==> config.mk <==
export PLATFORM = sky130hd
export DESIGN_NAME = sfifo_rd_stage
export DESIGN_NICKNAME = d
export VERILOG_FILES = /design/src/rtl/sfifo_rd_stage.sv
export SDC_FILE = /design/constraint.sdc
export NUM_CORES = 1
export LEC_CHECK = 0
export CAP_MARGIN = 10
export CORE_AREA = 10 10 78 80
export CTS_BUF_LIST = sky130_fd_sc_hd__clkbuf_2
export DETAILED_ROUTE_END_ITERATION = 12
export DIE_AREA = 0 0 88 90
export GPL_TIMING_DRIVEN = 1
export PLACE_DENSITY = 0.89
export SYNTH_ARGS = -nofsm -noshare
export SYNTH_HDL_FRONTEND = slang
export SYNTH_SLANG_ARGS = --single-unit
==> constraint.sdc <==
create_clock -name clk -period 6 [get_ports clk]
set_clock_uncertainty 0.05 [all_clocks]
set_input_delay 1.5 -clock clk [delete_from_list [all_inputs] [get_ports clk]]
set_output_delay 1.5 -clock clk [all_outputs]
set_load 0.02 [all_outputs]
==> src/rtl/sfifo_rd_stage.sv <==
// Read-side stage for the flop-based synchronous FIFO: pops the FIFO head into a
// 2-entry output buffer that drives a registered valid/ready stream, with flush and a saturating delivered-word counter.
module sfifo_rd_stage #(
    parameter int WIDTH    = 16,
    parameter int CNT_BITS = 16
) (
    input  logic                clk,
    input  logic                rst,
    input  logic                fifo_empty,
    input  logic [WIDTH-1:0]    fifo_dout,
    output logic                fifo_rd,
    output logic                out_valid,
    input  logic                out_ready,
    output logic [WIDTH-1:0]    out_data,
    input  logic                flush,
    output logic [1:0]          occ,
    output logic [CNT_BITS-1:0] word_cnt
);

    localparam logic [1:0] OCC_EMPTY = 2'd0;
    localparam logic [1:0] OCC_ONE   = 2'd1;
    localparam logic [1:0] OCC_FULL  = 2'd2;

    logic [1:0]          occ_q;
    logic [WIDTH-1:0]    head_q;
    logic [WIDTH-1:0]    skid_q;
    logic [CNT_BITS-1:0] cnt_q;
    logic                pop;
    logic                take;

    // A pop this cycle frees a slot, so a full buffer can still take a word.
    assign out_valid = (occ_q != OCC_EMPTY);
    assign pop       = out_valid & out_ready;
    assign take      = !rst & !fifo_empty & !flush & ((occ_q < OCC_FULL) | pop);

    assign fifo_rd  = take;
    assign out_data = head_q;
    assign occ      = occ_q;
    assign word_cnt = cnt_q;

    // NOTE: all state uses non-blocking assignments so every register samples
    // the pre-edge values of its neighbours (head <- skid while skid <- word).
    always_ff @(posedge clk or posedge rst) begin
        if (rst) begin
            occ_q  <= OCC_EMPTY;
            head_q <= '0;
            skid_q <= '0;
            cnt_q  <= '0;
        end else begin
            if (pop && (cnt_q != '1)) begin
                cnt_q <= cnt_q + 1'b1;
            end

            if (flush) begin
                occ_q <= OCC_EMPTY;
            end else begin
                case (occ_q)
                    OCC_EMPTY: begin
                        if (take) begin
                            head_q <= fifo_dout;
                            occ_q  <= OCC_ONE;
                        end
                    end
                    OCC_ONE: begin
                        if (take && pop) begin
                            head_q <= fifo_dout;
                        end else if (take) begin
                            skid_q <= fifo_dout;
                            occ_q  <= OCC_FULL;
                        end else if (pop) begin
                            occ_q <= OCC_EMPTY;
                        end
                    end
                    OCC_FULL: begin
                        if (pop) begin
                            head_q <= skid_q;
                            if (take) begin
                                skid_q <= fifo_dout;
                            end else begin
                                occ_q <= OCC_ONE;
                            end
                        end
                    end
                    default: occ_q <= OCC_EMPTY;
                endcase
            end
        end
    end

endmodule

==> run summary, run 1 <==
Global-route wire length before repair = 8250 µm
Pins over their slew limit = 0
Num CTS Buffers = 5
Gate Count Post-Synth = 177
Die X = 88 µm
Max Buffers Root-to-Sink = 2
First-pass iteration count of the detailed router = 4
Wire per inst = 17.7 µm
Critical path required time = 4.45 ns
Max_cap viols = 0
Lkg Pwr = 1.33 nW
Layout cells sized above 1 = 0.264
Post-route cell area = 3020 µm²
Ys flop type = dfrtp_1
Grt total ovfl = 0
Met1 Use GR = 0.159
Cell Rows = 25
I/O pin cnt = 57
Fmax = 206 MHz
Min-Delay Path Class = flip-flop to flip-flop
Area post-placement = 2980 µm²
Via count = 1,611
Hold Vio Cnt, Final = 0
Routed Wire Length = 5120 µm
CP max-delay cell = clkdlybuf4s50_1
Total negative slack = 0 ns
Vias in the first global route = 1,627
Syn-to-layout area delta = 26.0%
Post-CTS Hold Fix Bufs = 0
Initial core utilization = 0.522
Final core occ = 0.657
Period utilization = 0.810
RSZ-0062 raised after global routing = no
Full die area = 7920 µm²
Startpoint Class = primary input
Die Height = 90 µm
# setup viols final = 0
Crit. End Element = output pin
Met2 Resource Use GR = 0.201
Register area share after synthesis = 0.521
Port buffer count = 56
WS Path Type = primary input to output pin
Nets = 256
Filler cell count = 353
Core box area = 4600 µm²
Met3 usage = 0.0397
Syn_nets = 199
EDFF count, synth = 0
Bufs and invs on worst path = 3
CP most frequent cell = clkdlybuf4s50_1
Initial antenna violation count = 0
Avg Cell Area, Syn = 13.6 µm²
Postcts setup bufs = 0
Max FO, Critical Path = 10
Pwr dens = 274 nW/µm²
Clock sink count = 50
# resized after CTS = 0
Critical-path cell list = clkdlybuf4s50_1 > inv_1 > a2111oi_0 > clkdlybuf4s50_1
Ys async rst share = 1.00
Vias/cell = 5.57
Residual DRC = 0
Synthesis Warnings = 0
TritonCTS clock tree = yes
N_diodes = 0
CP top delay family = buffers and inverters
H-tree Lvls = 2
Mapped Area = 2400 µm²
Crit path arrival time = 3.31 ns
Max-Slew Margin vs Limit = 0.307
CTS root buf = clkbuf_2
Max stage delay on crit path = 0.68 ns
Clk Latency, worst-skew pair = 0.44 ns
Reg clk slew, reported paths = 0.25 ns
GRT Total Usage = 0.131
Synthesized flop and latch total = 50
Synth cell types = 42
Detail Placement HPWL = 3570 µm
Final ANT Viol Nets = 0
Final critical-path required period = 4.86 ns
Grt peak-use layer = met2
Worst-Margin Slew = 1.03 ns
Hold Slack = 0.479 ns
Largest net degree at the start of global routing = 51
Status = finished clean
Drt initial violations = 91
GP Congestion = 0.845
VDD IR max = 0.186 mV
==> area by class of cell <==
| class | instances | area, µm² | area share |
|---|---|---|---|
| clock buffers | 5 | 25.0 | 0.00828 |
| clock inverters | 3 | 16.3 | 0.00538 |
| inverters | 2 | 7.51 | 0.00248 |
| multi-input cells | 117 | 1080 | 0.357 |
| flip-flops and latches | 50 | 1250 | 0.414 |
| well taps | 54 | 67.6 | 0.0224 |
| repair buffers | 58 | 576 | 0.190 |
==> state kept, by name, summed over array words and instances (netlist names) <==
register / count
out_data: 16
skid_q: 16
occ: 2
word_cnt: 16
==> routing by layer <==
metal / part of all wire / up-vias
li1: - / 762
met1: 0.43 / 800
met2: 0.48 / 37
met3: 0.069 / 12
met4: 0.020 / 0
met5: 0 / -
==> per-stage QoR <==
stage	setup WS, ns	cells	power (mW)
final	1.14	289	0.828
after global routing	1.01	289	0.875
after CTS	1.11	289	0.836
after detailed placement	1.11	281	0.704
after global placement	1.16	281	0.696
after floorplan	1.61	177	0.581
==> worst register-to-register path: stages (launching register included) <==
cell	delay [ns]
dfrtp_1	0.48
ha_1	0.21
nand4_1	0.18
nor4bb_1	0.91
buf_4	0.29
nor2_1	0.07
mux2_2	0.30
==> layout by cell type (no fill, tap or decap), types with 2 or more instances in the layout <==
cell / synthesis / routed
nand2b_1: 2 / 2
nor2_1: 5 / 5
nor4b_1: 2 / 2
buf_4: 2 / 2
xor2_1: 10 / 10
xnor2_1: 5 / 5
dfrtp_1: 50 / 50
nor3_1: 3 / 3
nand4_1: 4 / 4
or2_2: 2 / 2
nand3_1: 5 / 5
a22oi_1: 2 / 2
mux2_2: 38 / 38
mux2_4: 10 / 10
clkbuf_2: 0 / 5
clkdlybuf4s50_1: 0 / 56
nor4_1: 4 / 4
nand2_1: 2 / 2
and4_1: 2 / 2
==> logic make-up (layout without fill, tap and decap cells) <==
family,count (synthesis),count (layout),share of synthesized area
AOI/OAI and AO/OA,11,11,0.0370
xor gates and xnor gates,15,15,0.0547
adders and majority gates,1,1,0.00521
buffers and inverters,10,68,0.0287
DFF,50,50,0.521
muxes,50,50,0.250
and+or+nand+nor,40,40,0.103
==> Yosys cell counts (all sizes together) (2+ instances only) <==
cell type  number  area [µm²]
or2             2        12.5
mux2           49         589
nand2           2        7.51
nor2            5        18.8
nor3            3        15.0
and4            2        17.5
clkbuf          2        7.51
inv             2        7.51
o21ai           2        10.0
xor2           10        87.6
nor4            4        25.0
nor4b           2        17.5
a2111oi         2        18.8
buf             6        53.8
nand3           5        25.0
nand4           4        25.0
nand2b          2        12.5
dfrtp          50        1250
xnor2           5        43.8
a22oi           2        15.0
==> where the power goes <==
part / total (mW) / internal [mW] / switching [mW]
combinational: 0.251 / 0.142 / 0.109
clock: 0.135 / 0.0265 / 0.108
sequential: 0.443 / 0.398 / 0.0446
==> final timing paths <==
kind | cells after the start | start | to | slack [ns]
worst max register to register | 6 | word_cnt[0] | word_cnt[1] | 3.43
min in group asynchronous | 2 | rst | skid_q[1] | 1.68
worst min-delay path | 1 | word_cnt[14] | word_cnt[14] | 0.48
max in group asynchronous | 2 | rst | word_cnt[15] | 3.59
worst max-delay path | 4 | out_ready | fifo_rd | 1.14
worst min register to register | 1 | word_cnt[14] | word_cnt[14] | 0.48
(Power assumes the default switching activity.)
==> inputs of run 2 (changes only) <==
- CORE_AREA: 10 10 78 80 -> 10 10 84 86
- DIE_AREA: 0 0 88 90 -> 0 0 94 96
- PLACE_DENSITY: 0.89 -> 0.8
- clock period: 6 -> 4.1 ns (I/O delays scaled with it)
==> run summary, run 2 (synthesized netlist as in run 1, its figures left out) <==
Post-route cell area = 3050 µm² (was 3020 µm²)
WS Path Type = primary input to output pin (unchanged)
First-pass iteration count of the detailed router = 4 (unchanged)
VDD IR max = 0.179 mV (was 0.186 mV)
Port buffer count = 56 (unchanged)
Crit. End Element = output pin (unchanged)
Postcts setup bufs = 0 (unchanged)
Detail Placement HPWL = 3720 µm (was 3570 µm)
Clock sink count = 50 (unchanged)
Final core occ = 0.565 (was 0.657)
Sequential share of power = 0.536 (was 0.534)
# resized after CTS = 0 (unchanged)
I/O pin cnt = 57 (unchanged)
Grt total ovfl = 0 (unchanged)
Vias/cell = 5.22 (was 5.57)
Max FO, Critical Path = 7 (was 10)
Drt initial violations = 102 (was 91)
Critical-path cell list = clkdlybuf4s50_1 > a2111oi_0 > clkdlybuf4s50_1 (was clkdlybuf4s50_1 > inv_1 > a2111oi_0 > clkdlybuf4s50_1)
Vias in the first global route = 1,707 (was 1,627)
Syn-to-layout area delta = 27.2% (was 26.0%)
N_diodes = 0 (unchanged)
Die X = 94 µm (was 88 µm)
GRT Total Usage = 0.118 (was 0.131)
Status = finished clean (unchanged)
Clock Power Share = 0.157 (was 0.163)
TritonCTS clock tree = yes (unchanged)
# setup viols final = 0 (unchanged)
Min-Delay Path Class = flip-flop to flip-flop (unchanged)
Initial core utilization = 0.444 (was 0.522)
Max-Slew Margin vs Limit = 0.316 (was 0.307)
Fmax = 263 MHz
Num CTS Buffers = 5 (unchanged)
Clk Latency, worst-skew pair = 0.41 ns (was 0.44 ns)
CP max-delay cell = clkdlybuf4s50_1 (unchanged)
Startpoint Class = primary input (unchanged)
Global-route wire length before repair = 8590 µm (was 8250 µm)
Hold Vio Cnt, Final = 0 (unchanged)
Wire per inst = 16.7 µm (was 17.7 µm)
Cell Rows = 27 (was 25)
Final critical-path required period = 3.81 ns
Reg clk slew, reported paths = 0.20 ns (was 0.25 ns)
Routed Wire Length = 5120 µm (about the same)
Via count = 1,602 (was 1,611)
Period utilization = 0.928
Core box area = 5410 µm² (was 4600 µm²)
CTS root buf = clkbuf_2 (unchanged)
RSZ-0062 raised after global routing = no (unchanged)
H-tree Lvls = 2 (unchanged)
Pins over their slew limit = 0 (unchanged)
GP Congestion = 0.772 (was 0.845)
Int Power = 830 µW (was 567 µW)
Reg2Reg Depth = 4 (was 6)
Max stage delay on crit path = 0.69 ns (was 0.68 ns)
Sw Ratio = 0.315 (was 0.316)
Total negative slack = 0 ns (unchanged)
Post-CTS Hold Fix Bufs = 0 (unchanged)
Lkg Pwr = 1.33 nW (about the same)
Hold Slack = 0.463 ns (was 0.479 ns)
Worst-Margin Slew = 1.02 ns (was 1.03 ns)
Pwr dens = 397 nW/µm² (was 274 nW/µm²)
Crit path arrival time = 2.73 ns (was 3.31 ns)
Filler cell count = 464 (was 353)
CP most frequent cell = clkdlybuf4s50_1 (unchanged)
Initial antenna violation count = 0 (unchanged)
Largest net degree at the start of global routing = 51 (unchanged)
Critical path required time = 3.02 ns (was 4.45 ns)
Area post-placement = 3010 µm² (was 2980 µm²)
Setup Slack @ Placement = 0.264 ns (was 1.11 ns)
Nets = 257 (was 256)
Placed cells = 300 (was 281)
Residual DRC = 0 (unchanged)
Final Worst Setup Slack = 0.294 ns (was 1.14 ns)
Pwr Total = 1.21 mW (was 828 µW)
Max_cap viols = 0 (unchanged)
Max Buffers Root-to-Sink = 2 (unchanged)
Highest-count cells in the layout ignoring fill and taps = clkdlybuf4s50_1, dfrtp_1, mux2_2 (unchanged)
Hold Path Depth = 1 (unchanged)
Full die area = 9020 µm² (was 7920 µm²)
Switch Pwr = 381 µW (was 262 µW)
Final ANT Viol Nets = 0 (unchanged)
Layout cells sized above 1 = 0.268 (was 0.264)
Combinational share of power = 0.306 (was 0.303)
Die Height = 96 µm (was 90 µm)
Non-filler instance count after layout = 307 (was 289)
Commonest non-fill, non-tap cell in the layout = clkdlybuf4s50_1 (unchanged)
run 2: cell types whose count changed in the layout (fill, tap and decap cells not counted):
| cell | change |
|---|---|
| clkinvlp_4 | +1 |
| clkinv_2 | -1 |
| buf_4 | +1 |
| clkinv_1 | -1 |
run 2: layout make-up:
| cell class | instances | area (µm²) | share of cell area |
|---|---|---|---|
| Tap cell | 72 | 90.1 | 0.0295 |
| Sequential cell | 50 | 1250 | 0.410 |
| Clock buffer | 5 | 25.0 | 0.00820 |
| Inverter | 2 | 7.51 | 0.00246 |
| Multi-Input combinational cell | 117 | 1080 | 0.354 |
| Timing Repair Buffer | 59 | 583 | 0.191 |
| Clock inverter | 2 | 15.0 | 0.00492 |
run 2: path summary, 6_finish.rpt:
kind / from / endpoint / slack [ns]
max in group asynchronous: rst / word_cnt[1] / 2.12
setup / recovery: rst / fifo_rd / 0.29
hold / removal: word_cnt[14] / word_cnt[14] / 0.46
hold reg to reg: word_cnt[14] / word_cnt[14] / 0.46
setup reg to reg: occ[0] / skid_q[9] / 1.56
min in group asynchronous: rst / skid_q[12] / 1.22
run 2: power groups by stage:
stage          combinational (mW)  sequential (mW)  clock [mW]
2_1_floorplan               0.133            0.717           0
3_3_place_gp                0.368            0.653           0
3_5_place_dp                0.378            0.657           0
4_1_cts                     0.379            0.650       0.200
5_1_grt                     0.399            0.667       0.218
6_report                    0.371            0.649       0.190
run 2: worst max-delay path: cells and delay by family:
| kind | cells | cell delay, ns |
|---|---|---|
| buffers and inverters | 2 | 1.21 |
| AOI/OAI and AO/OA | 1 | 0.50 |
run 2: layer usage:
metal | part of all wire | track usage | wire [µm]
met5 | 0 | 0 | 0
met4 | 0.018 | 0.0456 | 92
met3 | 0.046 | 0.0311 | 235
met2 | 0.51 | 0.202 | 2610
met1 | 0.43 | 0.139 | 2180
